<file path="config.mk">
export PLATFORM = sky130hd
export DESIGN_NAME = fifo_rd_packer
export DESIGN_NICKNAME = d
export VERILOG_FILES = /design/src/rtl/fifo_pkg.sv /design/src/rtl/fifo_rd_packer_pack_timer.sv /design/src/rtl/fifo_rd_packer.sv
export SDC_FILE = /design/constraint.sdc
export NUM_CORES = 1
export LEC_CHECK = 0
export CORE_UTILIZATION = 57
export DETAILED_ROUTE_END_ITERATION = 12
export GPL_ROUTABILITY_DRIVEN = 0
export PLACE_DENSITY = 0.85
export SLEW_MARGIN = 20
export SYNTH_ARGS = -nofsm -noshare
export SYNTH_HDL_FRONTEND = slang
export SYNTH_SLANG_ARGS = --single-unit
</file>
<file path="constraint.sdc">
create_clock -name r_clk -period 3.8 [get_ports r_clk]
set_clock_uncertainty 0.1 [all_clocks]
set_input_delay 0.57 -clock r_clk [delete_from_list [all_inputs] [get_ports r_clk]]
set_output_delay 0.57 -clock r_clk [all_outputs]
set_load 0.005 [all_outputs]
</file>
<file path="src/rtl/fifo_pkg.sv">
// Shared types and helpers for the FIFO read-side packer.
// Optional timeout flush is selected with FIFO_RD_PACKER_TIMEOUT_EN.
package fifo_pkg;

    localparam int DW     = 8;
    localparam int BYTES  = 4;
    localparam int FILL_W = $clog2(BYTES + 1);

    typedef enum logic [1:0] {
        IDLE  = 2'd0,
        FILL  = 2'd1,
        HOLD  = 2'd2,
        FLUSH = 2'd3
    } state_e;

    // Lane-valid mask with the lowest `lanes` bits set.
    function automatic logic [BYTES-1:0] keep_mask(input logic [FILL_W-1:0] lanes);
        logic [BYTES-1:0] mask;
        for (int i = 0; i < BYTES; i++) begin
            mask[i] = (i < int'(lanes));
        end
        return mask;
    endfunction

endpackage

</file>
<file path="src/rtl/fifo_rd_packer_pack_timer.sv">
// Idle-cycle counter for the packer's partial-word flush; present only
// when FIFO_RD_PACKER_TIMEOUT_EN is defined.
`ifdef FIFO_RD_PACKER_TIMEOUT_EN
module pack_timer #(
    parameter int TIMEOUT = 16
) (
    input  logic clk,
    input  logic rst_n,
    input  logic clear,
    input  logic enable,
    output logic hit
);
    import fifo_pkg::*;

    localparam int            CW    = $clog2(TIMEOUT + 1);
    localparam logic [CW-1:0] LIMIT = CW'(TIMEOUT);

    logic [CW-1:0] count_q, count_d;

    // Saturates at the limit so a late flush still sees the hit.
    always_comb begin
        count_d = count_q;
        if (clear) begin
            count_d = '0;
        end else if (enable && count_q != LIMIT) begin
            count_d = count_q + CW'(1);
        end
    end

    always_ff @(posedge clk or negedge rst_n) begin
        if (!rst_n) begin
            count_q <= '0;
        end else begin
            count_q <= count_d;
        end
    end

    assign hit = (count_q == LIMIT);

endmodule
`endif

</file>
<file path="src/rtl/fifo_rd_packer.sv">
// Drains bytes from the async FIFO read port and packs them little-endian
// into words on a valid/ready master. FIFO_RD_PACKER_TIMEOUT_EN adds idle flush.
module fifo_rd_packer #(
    parameter int BYTES = fifo_pkg::BYTES,
    parameter int DW    = fifo_pkg::DW
`ifdef FIFO_RD_PACKER_TIMEOUT_EN
    ,
    parameter int TIMEOUT = 16
`endif
) (
    input  logic                  r_clk,
    input  logic                  rst_n,
    input  logic                  r_empty,
    output logic                  r_en,
    input  logic [DW-1:0]         r_data,
    output logic                  m_valid,
    input  logic                  m_ready,
    output logic [BYTES*DW-1:0]   m_data,
    output logic [BYTES-1:0]      m_keep
);
    import fifo_pkg::*;

    localparam int            FW       = $clog2(BYTES + 1);
    localparam logic [FW-1:0] FULL     = FW'(BYTES);
    localparam logic [FW:0]   FULL_SUM = (FW + 1)'(BYTES);

    logic [BYTES*DW-1:0] acc_q, acc_d, acc_wr;
    logic [FW-1:0]       fill_q, fill_d;
    logic                pend_q, pend_d;
    logic [BYTES*DW-1:0] m_data_q, m_data_d;
    logic [BYTES-1:0]    m_keep_q, m_keep_d;
    logic                m_valid_q, m_valid_d;
    state_e              state_q, state_d;

    logic                out_free;
    logic [FW:0]         fill_sum;
    logic                room;
    logic                complete;
    logic                move;

`ifdef FIFO_RD_PACKER_TIMEOUT_EN
    logic partial;
    logic flush;
    logic flush_wait;
    logic tmr_clear;
    logic tmr_enable;
    logic tmr_hit;

    pack_timer #(
        .TIMEOUT (TIMEOUT)
    ) u_pack_timer (
        .clk    (r_clk),
        .rst_n  (rst_n),
        .clear  (tmr_clear),
        .enable (tmr_enable),
        .hit    (tmr_hit)
    );
`endif

    // A read is allowed if the byte it returns has a lane to land in,
    // counting the byte already in flight.
    always_comb begin
        out_free = !m_valid_q || m_ready;
        fill_sum = {1'b0, fill_q} + {{FW{1'b0}}, pend_q};
        room     = (fill_sum < FULL_SUM) || ((fill_sum == FULL_SUM) && out_free);
        r_en     = rst_n && !r_empty && room;
    end

    always_comb begin
        acc_wr = acc_q;
        for (int i = 0; i < BYTES; i++) begin
            if (pend_q && int'(fill_q) == i) begin
                acc_wr[i*DW +: DW] = r_data;
            end
        end

        acc_d     = acc_wr;
        fill_d    = fill_q + FW'(pend_q);
        pend_d    = r_en;
        m_data_d  = m_data_q;
        m_keep_d  = m_keep_q;
        m_valid_d = m_valid_q && !m_ready;

        // The last byte arriving completes the word in the same cycle,
        // which is what keeps the stream bubble-free.
        complete = (pend_q && fill_sum == FULL_SUM) || (state_q == HOLD);
        move     = complete && out_free;

`ifdef FIFO_RD_PACKER_TIMEOUT_EN
        partial    = (fill_q != '0) && (fill_q != FULL);
        flush      = tmr_hit && partial && !pend_q && out_free;
        flush_wait = tmr_hit && partial && !pend_q && !out_free && !r_en;
        tmr_enable = partial && !pend_q && !r_en;
        tmr_clear  = pend_q || !partial || flush;
`endif

        if (move) begin
            m_data_d  = acc_wr;
            m_keep_d  = '1;
            m_valid_d = 1'b1;
            acc_d     = '0;
            fill_d    = '0;
        end
`ifdef FIFO_RD_PACKER_TIMEOUT_EN
        else if (flush) begin
            m_data_d  = acc_q;
            m_keep_d  = keep_mask(fill_q);
            m_valid_d = 1'b1;
            acc_d     = '0;
            fill_d    = '0;
        end
`endif

        state_d = FILL;
        if (fill_d == FULL) begin
            state_d = HOLD;
        end
`ifdef FIFO_RD_PACKER_TIMEOUT_EN
        else if (flush_wait) begin
            state_d = FLUSH;
        end
`endif
        else if (fill_d == '0 && !r_en) begin
            state_d = IDLE;
        end
    end

    always_ff @(posedge r_clk or negedge rst_n) begin
        if (!rst_n) begin
            acc_q     <= '0;
            fill_q    <= '0;
            pend_q    <= 1'b0;
            m_data_q  <= '0;
            m_keep_q  <= '0;
            m_valid_q <= 1'b0;
            state_q   <= IDLE;
        end else begin
            acc_q     <= acc_d;
            fill_q    <= fill_d;
            pend_q    <= pend_d;
            m_data_q  <= m_data_d;
            m_keep_q  <= m_keep_d;
            m_valid_q <= m_valid_d;
            state_q   <= state_d;
        end
    end

    assign m_valid = m_valid_q;
    assign m_data  = m_data_q;
    assign m_keep  = m_keep_q;

endmodule
</file>
Yosys cells after proc, flatten, opt, wreduce, memory -nomap -nowiden
Cells that the tools add are included.
{"block": "totals", "register_bits": 72, "input_bits": 12, "elab_cells": 45}
{"block": "classes", "add_sub_neg": 2, "order_cmp": 1, "eq_ne": 6, "muxes": 9, "n_reduce_logical": 20}
{"op": "$mux W32", "count": 1}
{"op": "$mux W8", "count": 4}
{"op": "$logic_and A1 B1 Y1", "count": 11}
{"op": "$eq A3 B3 Y1 const B", "count": 3}
{"op": "$logic_not A3 Y1", "count": 2}
{"op": "$add A3 B1 Y4", "count": 1}
{"op": "$eq A4 B3 Y1 const B", "count": 1}
{"op": "$logic_not A1 Y1", "count": 4}
{"op": "$lt A4 B3 Y1 const B", "count": 1}
{"op": "$add A3 B1 Y3", "count": 1}
{"op": "$eq A3 B2 Y1 const B", "count": 1}
{"op": "$logic_or A1 B1 Y1", "count": 3}
{"op": "$mux W3", "count": 1}
{"op": "$eq A2 B2 Y1 const B", "count": 1}
{"op": "$mux W1", "count": 2}
{"op": "$mux W2", "count": 1}

Logic depth before layout (Yosys ltp)
Gate-level depths: netlist (run 1).
{"block": "depth", "depth_word": 10, "mapped_depth": 8}

Worst setup path before layout (run 1)
OpenSTA, ideal clock, no wires.
{"block": "synth_timing", "path_kind": "register -> output", "start": "register pend_q", "end": "output port r_en", "arrival_time_ns": 1.421, "path_slack_ns": 1.709, "path_stages_with_launch": 6, "path_buffers": 0, "cell_sequence": "dfrtp_1 ha_1 ha_1 nor2_1 nand2_1 a21oi_1"}
{"block": "synth_via", "elab_chain_len": 5, "elab_cells_between_ends": 6}
{"element": "from (decl)", "line": "fifo_rd_packer.sv:29", "source": "logic pend_q, pend_d;"}
{"element": "from (signal assigned)", "line": "fifo_rd_packer.sv:140", "source": "pend_q <= pend_d;"}
{"element": "$add A3 B1 Y4 *", "line": "fifo_rd_packer.sv:64", "source": "fill_sum = {1'b0, fill_q} + {{FW{1'b0}}, pend_q};"}
{"element": "branches (longest 2 deep; another with $lt A4 B3 Y1)"}
{"element": "$logic_or A1 B1 Y1 *", "line": "fifo_rd_packer.sv:65", "source": "room = (fill_sum < FULL_SUM) || ((fill_sum == FULL_SUM) && out_free);"}
{"element": "$logic_and A1 B1 Y1 *", "line": "fifo_rd_packer.sv:66", "source": "r_en = rst_n && !r_empty && room;"}
{"element": "to (decl)", "line": "fifo_rd_packer.sv:14", "source": "output logic r_en,"}
Every way passes the cells marked *.

Worst setup path after layout (run 1)
Ends and elaborated chain as after synthesis.

==> results of run 1 <==
==> cell type report <==
type / count / area (um^2)
multi-input combinational: 155 / 1079
clock buffer: 13 / 148.9
fill: 383 / 1455
tap: 70 / 87.58
clock inverter: 1 / 5.005
timing repair buffer: 55 / 530.5
sequential: 72 / 1802
==> cells in the mapped netlist (all sizes together), types with 2 or more instances <==
master / number / area share, %
dfrtp: 72 / 60
nor2: 34 / 4.3
mux2i: 32 / 11
o21ai: 32 / 5.3
o31ai: 32 / 8.0
buf: 13 / 3.7
clkbuf: 11 / 1.5
nor2b: 4 / 0.83
a21oi: 2 / 0.33
and4bb: 2 / 0.83
ha: 2 / 0.83
nand2: 2 / 0.25
o21a: 2 / 0.50
==> registers in the layout, summed over array words and instances, names as in the netlist <==
name and count:
acc_q 32, fill_q 3, m_data 32, m_keep 1
m_valid 1, pend_q 1, state_q 2
==> kinds of logic after synthesis <==
| kind of cell | after synthesis | synth area share, % |
|---|---|---|
| compound gates | 71 | 15.13 |
| xor+xnor | 1 | 0.5405 |
| fa+ha+maj | 2 | 0.8311 |
| buf+inv | 24 | 5.153 |
| flops | 72 | 59.85 |
| mux | 32 | 10.64 |
| simple gates | 49 | 7.856 |
==> critical path: stages (launching register included) <==
cell and delay (ns):
dfrtp_1 0.47, ha_1 0.24, ha_1 0.29, nor2_1 0.35, nand2_1 0.14, a21oi_1 0.21
clkdlybuf4s50_1 0.53
==> how the worst max path moves through the flow <==
stage | from | endpoint | slack [ns] | cells past startpoint
2_1_floorplan | pend_q | r_en | 1.71 | 5
3_3_place_gp | pend_q | r_en | 1.05 | 6
3_5_place_dp | pend_q | r_en | 0.93 | 6
4_1_cts | pend_q | r_en | 0.56 | 6
5_1_grt | pend_q | r_en | 0.47 | 6
6_report | pend_q | r_en | 0.55 | 6
==> power by group <==
group / leakage (nW) / switching [mW] / total, mW / internal, mW
clock network: 0.0794 / 0.257 / 0.504 / 0.248
logic: 0.591 / 0.480 / 0.994 / 0.514
registers: 0.922 / 0.146 / 1.23 / 1.09
total: 1.59 / 0.883 / 2.73 / 1.85
==> metal layers <==
| metal | vias to the layer above | GRT usage (%) |
|---|---|---|
| li1 | 976 | - |
| met3 | 15 | 6.693 |
| met4 | 0 | 9.224 |
| met5 | - | 0 |
| met1 | 1040 | 34.25 |
| met2 | 56 | 38.64 |
==> stage by stage <==
stage	worst slack [ns]	hold slack [ns]	std cells	util (%)	power (mW)
after global routing	0.4696	0.4188	366	71.51	2.923
after CTS	0.5631	0.3953	366	71.51	2.749
final	0.5550	0.3782	366	71.51	2.730
after detailed placement	0.9349	0.3847	352	68.50	2.243
after global placement	1.050	0.3800	352	68.50	2.185
after floorplan	1.709	0.1744	251	-	1.767
==> out/qor.csv, run 1 <==
metric,value,unit
global-route wire length before repair,9942,um
area overhead of the layout relative to synthesis,21.32,%
count of input and output buffers,49,
maximum achievable frequency,308.2,MHz
peak fanout along the critical path,7,
CTS Sinks,72,
leakage power figure,1.592,nW
H-tree levels,3,
Site Rows,26,
number of primary I/O pins,50,
total routed wire length on the met1 layer,2705,um
number of nets with antenna violations after routing,0,
Worst Max-Slew Pin Slew,0.8741,ns
hold buffer count at cts,0,
summed instance area of the synthesized netlist,3010,um^2
RSZ-0062 raised after global routing,no,
"top library cells by usage in the layout, fill and taps aside","dfrtp_1, clkdlybuf4s50_1, nor2_1",
nature of the critical path endpoint,primary output,
effective utilization at floorplan,58.94,%
number of clock buffers inserted by TritonCTS,9,
yosys synthesis warning count,0,
post-route minimum period,3.245,ns
number of nets in the final layout,307,
Bufs on Longest Clock Path,2,
Post-DP Area,3498,um^2
count of maximum capacitance violations,0,
topmost layer with routed signal wires,met4,
clk_lat worst skew,0.34,ns
total count of hold-check failures in the final report,0,
"most common cell after layout, fill and taps aside",dfrtp_1,
Worst-path clk slew,0.07,ns
number of library cell types mapped by synthesis,29,
final worst-path cycle share,85.40,%
Async SR Flop Fraction,100.0,%
predominant post-synthesis flop cell,dfrtp_1,
average routed wire per standard cell,16.78,um
number of buffers inserted by post-CTS setup repair,0,
post-cts resize count,0,
average instance area after synthesis,11.99,um^2
die boundary width,74.68,um
number of antenna violations at the first check in global routing,0,
worst relative slew slack,41.73,%
CTS tree,done,
Max rail drop VDD,0.0004273,V
number of vias per cell,5.702,
antenna diode count,0,
core area,5107,um^2
Die Height,74.68,um
met2 WL,3028,um
Hold WC Path Type,input port to async pin,
metal3 WL,303,um
remaining design rule violation count,0,
Worst Setup Start Kind,flop,
CTS root buffer,clkbuf_8,
total count of max-transition violations in the final report,0,
number of flops mapped to enable cells by yosys,0,
global-route usage over all layers,24.96,%
sequential area share after synthesis,59.85,%
GRT Residual Overflow,0,
floorplan die area,5576,um^2
Syn Inst Count,251,
power per cell area,747.5,nW/um^2
WS Path Type,flop to primary output,
total routed wirelength,6143,um
total setup violations reported at the end of the flow,0,
"Non-Filler Cell Area, Final",3652,um^2
Post-Route Setup TNS,0,ns
WP data required,3.13,ns
post-synthesis sequential element count,72,
via count of the first global-routing pass,1987,
routed via count,2087,
number of optimization iterations in the first detailed-route pass,4,
HPWL after detailed placement,4019,um
data arrival time of the critical path,2.58,ns
fraction of final layout cells with drive strength greater than 1,8.784,%
pin count of the biggest net entering global routing,73,
Post-Synthesis Net Count,265,
startpoint of the most critical register-to-register path,pend_q,
worst reg-to-reg setup slack,1.13,ns
outcome,completed,
Worst Reg-to-Reg Cells,7,
endpoint of the worst register-to-register path,acc_q[23],
Detailed Route Iter0 Violations,107,
(Power assumes the default switching activity.)
==> inputs of run 2 (changes only) <==
--- a/config.mk
+++ b/config.mk
@@ -6,6 +6,7 @@
 export NUM_CORES = 1
 export LEC_CHECK = 0
 export CORE_UTILIZATION = 57
+export CTS_CLUSTER_SIZE = 28
 export DETAILED_ROUTE_END_ITERATION = 12
 export GPL_ROUTABILITY_DRIVEN = 0
 export PLACE_DENSITY = 0.85
==> results of run 2 <==
No change in the layout: final DEF, timing and power equal those of run 1.
